$ cat src/rtl/csa_frame_accumulator.sv
// Purpose : accumulates a frame of operands in carry-save form and returns one resolved sum per frame.
// Latency : out_valid rises NCH+1 cycles after the last beat is accepted (6 cycles with the defaults).
// Backpressure: in_ready is low from the last beat until the result is taken; the result holds while out_ready=0.
//
// Ports:
//   clk, rst_n        clock, synchronous active-low reset
//   approx_en         approximate mode select, sampled on the first beat of a frame only
//   in_valid/in_ready operand beat handshake; in_data operand, in_last marks the final beat
//   out_valid/out_ready result handshake; out_sum frame sum modulo 2^ACC_WIDTH
//   out_overflow      frame sum reached 2^ACC_WIDTH (meaningful only with out_valid)
//   busy              a frame is in progress or a result is pending
module csa_frame_accumulator #(
   parameter int WIDTH       = 8,
   parameter int ACC_WIDTH   = 20,
   parameter int APPROX_BITS = 4,
   parameter int CHUNK       = 4
) (
   input  logic                 clk,
   input  logic                 rst_n,
   input  logic                 approx_en,
   input  logic                 in_valid,
   output logic                 in_ready,
   input  logic [WIDTH-1:0]     in_data,
   input  logic                 in_last,
   output logic                 out_valid,
   input  logic                 out_ready,
   output logic [ACC_WIDTH-1:0] out_sum,
   output logic                 out_overflow,
   output logic                 busy
);

   localparam int NCH   = (ACC_WIDTH + CHUNK - 1) / CHUNK;
   // number of real result bits held in the most significant chunk
   localparam int LASTW = ACC_WIDTH - (NCH - 1) * CHUNK;
   // counter spans 0..NCH: NCH chunk steps plus one publish step
   localparam int KW    = $clog2(NCH + 1);

   localparam logic [KW-1:0]        KLAST   = KW'(NCH - 1);
   localparam logic [KW-1:0]        KPUB    = KW'(NCH);
   localparam logic [ACC_WIDTH-1:0] LOWMASK = (ACC_WIDTH'(1) << APPROX_BITS) - ACC_WIDTH'(1);
   localparam logic [ACC_WIDTH-1:0] CMASK   = (ACC_WIDTH'(1) << CHUNK) - ACC_WIDTH'(1);

   typedef enum logic [1:0] {IDLE, ACCUM, RESOLVE, HOLD} state_t;

   state_t                state;
   logic [ACC_WIDTH-1:0]  s;          // carry-save sum vector
   logic [ACC_WIDTH-1:0]  c;          // carry-save carry vector
   logic [ACC_WIDTH-1:0]  res;        // resolved sum under construction
   logic                  mode;       // approximate mode latched for the current frame
   logic                  ovf;        // sticky overflow for the current frame
   logic                  rcarry;     // ripple carry between chunks
   logic [KW-1:0]         kcnt;       // RESOLVE step counter

   logic                  beat;
   logic [ACC_WIDTH-1:0]  x;
   logic [ACC_WIDTH-1:0]  amask;
   logic [ACC_WIDTH-1:0]  csa_sum;
   logic [ACC_WIDTH-1:0]  csa_maj;
   logic [CHUNK-1:0]      chunk_a;
   logic [CHUNK-1:0]      chunk_b;
   logic [CHUNK:0]        chunk_sum;
   logic [ACC_WIDTH-1:0]  chunk_ins;
   logic [ACC_WIDTH-1:0]  chunk_msk;
   logic                  last_carry;

   assign in_ready = rst_n & ((state == IDLE) | (state == ACCUM));
   assign busy     = (state != IDLE);
   assign beat     = in_valid & in_ready;
   assign x        = ACC_WIDTH'(in_data);

   // Full-adder column array. Approximated columns OR their inputs and
   // never produce a carry, so nothing crosses into column APPROX_BITS.
   always_comb begin
      amask   = mode ? LOWMASK : '0;
      csa_sum = ((s ^ c ^ x) & ~amask) | ((s | c | x) & amask);
      csa_maj = ((s & c) | (s & x) | (c & x)) & ~amask;
   end

   // One CHUNK-wide slice of the exact S + C ripple, selected by kcnt.
   // Bits above ACC_WIDTH shift in as zero, so a partial top chunk needs
   // no special casing except where its carry-out lands.
   always_comb begin
      chunk_a    = CHUNK'(s >> (CHUNK * kcnt));
      chunk_b    = CHUNK'(c >> (CHUNK * kcnt));
      chunk_sum  = {1'b0, chunk_a} + {1'b0, chunk_b} + {{CHUNK{1'b0}}, rcarry};
      chunk_ins  = ACC_WIDTH'(chunk_sum[CHUNK-1:0]) << (CHUNK * kcnt);
      chunk_msk  = CMASK << (CHUNK * kcnt);
      // carry out of the real MSB sits at bit LASTW of the top chunk
      last_carry = |(chunk_sum >> LASTW);
   end

   always_ff @(posedge clk) begin
      if (!rst_n) begin
         state        <= IDLE;
         s            <= '0;
         c            <= '0;
         res          <= '0;
         out_sum      <= '0;
         rcarry       <= 1'b0;
         out_valid    <= 1'b0;
         out_overflow <= 1'b0;
         ovf          <= 1'b0;
         mode         <= 1'b0;
         kcnt         <= '0;
      end else begin
         case (state)
            IDLE: begin
               if (beat) begin
                  s      <= x;
                  c      <= '0;
                  ovf    <= 1'b0;
                  mode   <= approx_en;
                  rcarry <= 1'b0;
                  kcnt   <= '0;
                  state  <= in_last ? RESOLVE : ACCUM;
               end
            end
            ACCUM: begin
               if (beat) begin
                  s <= csa_sum;
                  c <= csa_maj << 1;
                  // a carry out of the top column has weight 2^ACC_WIDTH
                  if (csa_maj[ACC_WIDTH-1]) ovf <= 1'b1;
                  if (in_last) state <= RESOLVE;
               end
            end
            RESOLVE: begin
               if (kcnt == KPUB) begin
                  // final step publishes the result so out_sum only moves once per frame
                  out_sum      <= res;
                  out_overflow <= ovf;
                  out_valid    <= 1'b1;
                  state        <= HOLD;
               end else begin
                  res    <= (res & ~chunk_msk) | chunk_ins;
                  rcarry <= chunk_sum[CHUNK];
                  if ((kcnt == KLAST) && last_carry) ovf <= 1'b1;
                  kcnt   <= kcnt + KW'(1);
               end
            end
            HOLD: begin
               if (out_ready) begin
                  out_valid <= 1'b0;
                  state     <= IDLE;
               end
            end
            default: state <= IDLE;
         endcase
      end
   end

endmodule
$ cat config.mk
export PLATFORM = sky130hd
export DESIGN_NAME = csa_frame_accumulator
export DESIGN_NICKNAME = d
export VERILOG_FILES = /design/src/rtl/csa_frame_accumulator.sv
export SDC_FILE = /design/constraint.sdc
export NUM_CORES = 1
export LEC_CHECK = 0
export ABC_AREA = 0
export CAP_MARGIN = 20
export CORE_MARGIN = 2
export CORE_UTILIZATION = 55
export CTS_BUF_LIST = sky130_fd_sc_hd__clkbuf_8
export DETAILED_ROUTE_END_ITERATION = 8
export GPL_ROUTABILITY_DRIVEN = 0
export MAX_ROUTING_LAYER = met4
export PLACE_DENSITY = 0.83
export SYNTH_ARGS = -nofsm -noshare
export SYNTH_HDL_FRONTEND = slang
export SYNTH_SLANG_ARGS = --single-unit
export TNS_END_PERCENT = 100
$ cat constraint.sdc
create_clock -name clk -period 6.4 [get_ports clk]
set_input_delay 1.28 -clock clk [delete_from_list [all_inputs] [get_ports clk]]
set_output_delay 1.28 -clock clk [all_outputs]
set_load 0.05 [all_outputs]
---- Word level (Yosys, flattened, before mapping) ----
Cells that the tools add are included.
word-level totals
  flip-flop bits (word level) ............. 90
  output and inout port bits .............. 24
cells by class
  add/sub/neg operators ................... 3
  equal/unequal tests ..................... 13
  shifts and indexed selects .............. 4
  mux-type cells .......................... 28
  bitwise operators ....................... 21
  reduce and logical (&&, ||, !) cells .... 15
operator list
  cell                  number
  $or 20x20->20         5
  $and 20x20->20        4
  $mux 20               4
  $pmux 20 s2           2
  $and 20x8->20         2
  $shr 20x5->4          2
  $and 20x4->20         1
  $not 20->20           1
  $not 4->20            1
  $or 20x8->20          1
  $shl 4x5->20          1
  $shl 4x5->20 const A  1
  $xor 20x20->20        1
  $xor 20x8->20         1
  $ne 2x2->1 const B    8
  $mux 2                6
  $reduce_and 3->1      3
  $mux 1                8
  $pmux 2 s4            1
  $reduce_bool 2->1     4
  $eq 3x3->1 const B    2
  $mux 3                2
  $pmux 3 s2            1
  $reduce_and 2->1      3
  16 further kinds      19

---- Logic depth before layout (Yosys ltp) ----
  depth after elaboration ................. 7
  depth in mapped cells ................... 11

---- Least setup slack after synthesis ----
OpenSTA, ideal clock, no wires.
  kind .................................... input -> output
  from .................................... input rst_n
  to ...................................... output in_ready
  data arrival time ....................... 2.364 ns
  required time ........................... 5.120 ns
  setup slack ............................. 2.756 ns
  cell stages on the path ................. 4
  buffers on the path ..................... 2
  path through ............................ buf_4 -> inv_2 -> clkbuf_1 -> nor2_1
on the way
  cells in the longest elaborated chain, start to end .. 1
RTL lines
  what                RTL line  RTL
  start: declaration  19        input logic rst_n,
  $and 1x1->1         66        assign in_ready = rst_n & ((state == IDLE) | (state == ACCUM));
  end: declaration    22        output logic in_ready,
No other way between the ends.

---- Worst setup path after layout ----
Same ends and word-level chain as after synthesis.

==> reports/qor.yml <==
run_status:
  outcome: "complete, no violations"
pwr:
  internal-power_w: 0.000886
  p_sw_frac: 0.379
  p_sw_w: 0.000541
  leakage_nw: 1.81
  ir_drop_v: 0.000169
  pwr-share-clk: 0.270
  pwr-share-seq: 0.431
  combPwrFrac: 0.299
  powerDensity_nw_per_um2: 286
global_route:
  grt_antenna_before_repair: 0
  grt_pass1_vias: 3465
  grt_max_degree: 82
  overflow: 0
  grt_pass1_wl_um: 16200
  track_usage: 0.239
sta:
  max_slew_margin: 0.389
  max_freq_mhz: 220
  fin_crit_sh: 0.711
  maxSlewViolCount: 0
  finalSetupTns_ns: 0
  layout_min_cycle_time_ns: 4.55
  layout_setup_ws_ns: 1.85
  hold_viol: 0
  rsz0062_at_grt: "false"
  setup_viol: 0
  finClkSkew_ns: 0.0166
  worst_slew_pin_slew_ns: 0.917
clocking:
  cts_inserted_buffers: 9
  cts_buffer_depth: 2
  holdBufCountCts: 0
  post_cts_resized: 0
  cts_setup_buffers: 0
  clk_pin_slew_worst_paths_ns: 0.11
  htreeDepth: 3
  insertion_delay_ns: 0.38
  numClockSinks: 89
  cts_root_buffer: "clkbuf_8"
  cts_tree: "done"
floorplan:
  die_w_um: 93.6
  die_y_um: 93.6
  core_um2: 7770
  start_util: 0.569
  io_pins: 38
  dieArea_um2: 8760
  rows: 32
synth:
  syn_inst: 509
  synth_top_area_cell: "dfxtp_1"
  ys_top_cells_by_area: "dfxtp_1 40%, ha_1 8.2%, nand2_1 8.2%"
  synth_top_area_frac: 0.403
  ys_seq_area_frac: 0.403
  synthArstFlopShare: 0
  synth_edf_count: 0
  synth_area_um2: 4420
  synth_cell_types: 45
  yosys_warnings: 0
  avgSynthCellArea_um2: 8.68
  syn_nets: 561
  synth_flop_cell: "dfxtp_1"
  synth_seq_cells: 89
critical_path:
  critPathCapture: "in_ready"
  cp_max_fo: 20
  cp-start-kind: "input pin"
  timing.critical_path.to_type: "primary output"
  startpoint: "rst_n"
  crit_top_cell: "clkdlybuf4s50_1"
  r2r_end: "res[10]"
  reg2reg_depth: 7
  cp_slowest_cell: "clkdlybuf4s50_1"
  worstSetupPathType: "input pin to primary output"
  worstPathRequired_ns: 5.12
  rrSetupSlack_ns: 3.06
  critPathMaxStageDelay_ns: 0.96
  r2r_start: "kcnt[0]"
  cp.arrival_ns: 3.27
  path_cells: "clkdlybuf4s50_1, inv_2, nor2_1, clkdlybuf4s50_1"
drt:
  drt-total-wl_um: 9450
  routedWlPerCell_um: 14.8
  route.detailed.drc: 0
  initialDrtViolationCount: 237
  firstDrtPassIters: 5
  via_per_inst: 5.71
  antenna_left: 0
  vias: 3637
final_layout:
  fin_area_um2: 4990
  utilization: 0.642
  layout_common_cells: "96 x nand2_1, 89 x dfxtp_1, 69 x a21oi_1"
  area_growth_pct: 12.9
  diodes: 0
  final_common_cell: "nand2_1"
  drive_above_1_share: 0.0748
  final_nets: 582
placed_design:
  dpl.hpwl_um: 6420
  io_buffers: 37
  dp_slack_ns: 1.85
  placed_cell_area_um2: 4790
flow_run:
  cap_violations: 0
hold_path:
  min_path_type: "flop to flop"
[worst min path at each step]
| stage | from | end | slack, ns | depth (start not counted) |
|---|---|---|---|---|
| floorplan | res[5] | out_sum[5] | 0.43 | 2 |
| global placement | ovf | out_overflow | 0.44 | 2 |
| detailed placement | out_sum[6] | out_sum[6] | 0.45 | 2 |
| CTS | res[5] | out_sum[5] | 0.46 | 2 |
| global route | ovf | out_overflow | 0.48 | 2 |
| finish | res[5] | out_sum[5] | 0.45 | 2 |
[logic make-up (layout without fill, tap and decap cells)]
| group | count (synthesis) | in the layout | share of synthesized area |
|---|---|---|---|
| multiplexers | 13 | 13 | 0.0496 |
| AND/OR/NAND/NOR | 183 | 183 | 0.186 |
| flip-flops | 89 | 89 | 0.403 |
| buffers and inverters | 62 | 88 | 0.0612 |
| AO/OA/AOI/OAI | 122 | 122 | 0.173 |
| XOR/XNOR | 2 | 2 | 0.00397 |
| adder cells (fa/ha/maj) | 38 | 38 | 0.123 |
[cell usage after synthesis, types with 4 or more instances]
cell type / count
inv_1: 28
buf_2: 12
a22oi_1: 15
mux4_2: 7
nand3_1: 38
dfxtp_1: 89
a22o_1: 7
nand2b_1: 4
mux2i_1: 5
fa_1: 9
ha_1: 29
clkbuf_1: 15
and3_1: 6
nand3b_1: 4
o211ai_1: 4
o21ai_0: 8
nor2_1: 24
nand2_1: 96
a21oi_1: 69
[sequential cells by signal (all words and copies together) (netlist names)]
signal,flops
state,2
kcnt,3
out_overflow,1
s,20
c,19
out_sum,20
out_valid,1
res,20
mode,1
ovf,1
rcarry,1
[worst max-delay path: cells and delay by family]
family | cells | cell delay, ns
buffers and inverters | 3 | 1.84
AND/OR/NAND/NOR | 1 | 0.15
[layer usage]
metal  part of all wire  routed length, um  up-vias  global-route usage
met5                  0                  0        -                   -
met4              0.016                151        0              0.0857
met3              0.055                517       15              0.0322
met2               0.47               4420       98               0.378
met1               0.46               4360     1735               0.316
li1                   -                  -     1789                   -
[stage by stage]
step / hold slack (ns) / total power [W] / std cells
floorplan: 0.432 / 0.000942 / 509
global placement: 0.441 / 0.00103 / 621
detailed placement: 0.447 / 0.00105 / 621
CTS: 0.458 / 0.00143 / 637
global route: 0.479 / 0.00150 / 637
finish: 0.449 / 0.00143 / 637
[final cells by class]
type                    instances  area [um2]
fillers                       627        2780
flip-flops and latches         89        1780
clock buffers                   9         124
multi-input cells             358        2360
clock inverters                 7        71.3
inverters                      31         116
well taps                     102         128
repair buffers                 41         400
[power by group through the flow]
| stage | sequential [W] | combinational [W] | clock, W |
|---|---|---|---|
| 2_1_floorplan | 0.000608 | 0.000335 | 0 |
| 3_3_place_gp | 0.000625 | 0.000405 | 0 |
| 3_5_place_dp | 0.000626 | 0.000422 | 0 |
| 4_1_cts | 0.000614 | 0.000424 | 0.000391 |
| 5_1_grt | 0.000619 | 0.000471 | 0.000411 |
| 6_report | 0.000614 | 0.000427 | 0.000385 |
(Power assumes the default switching activity.)
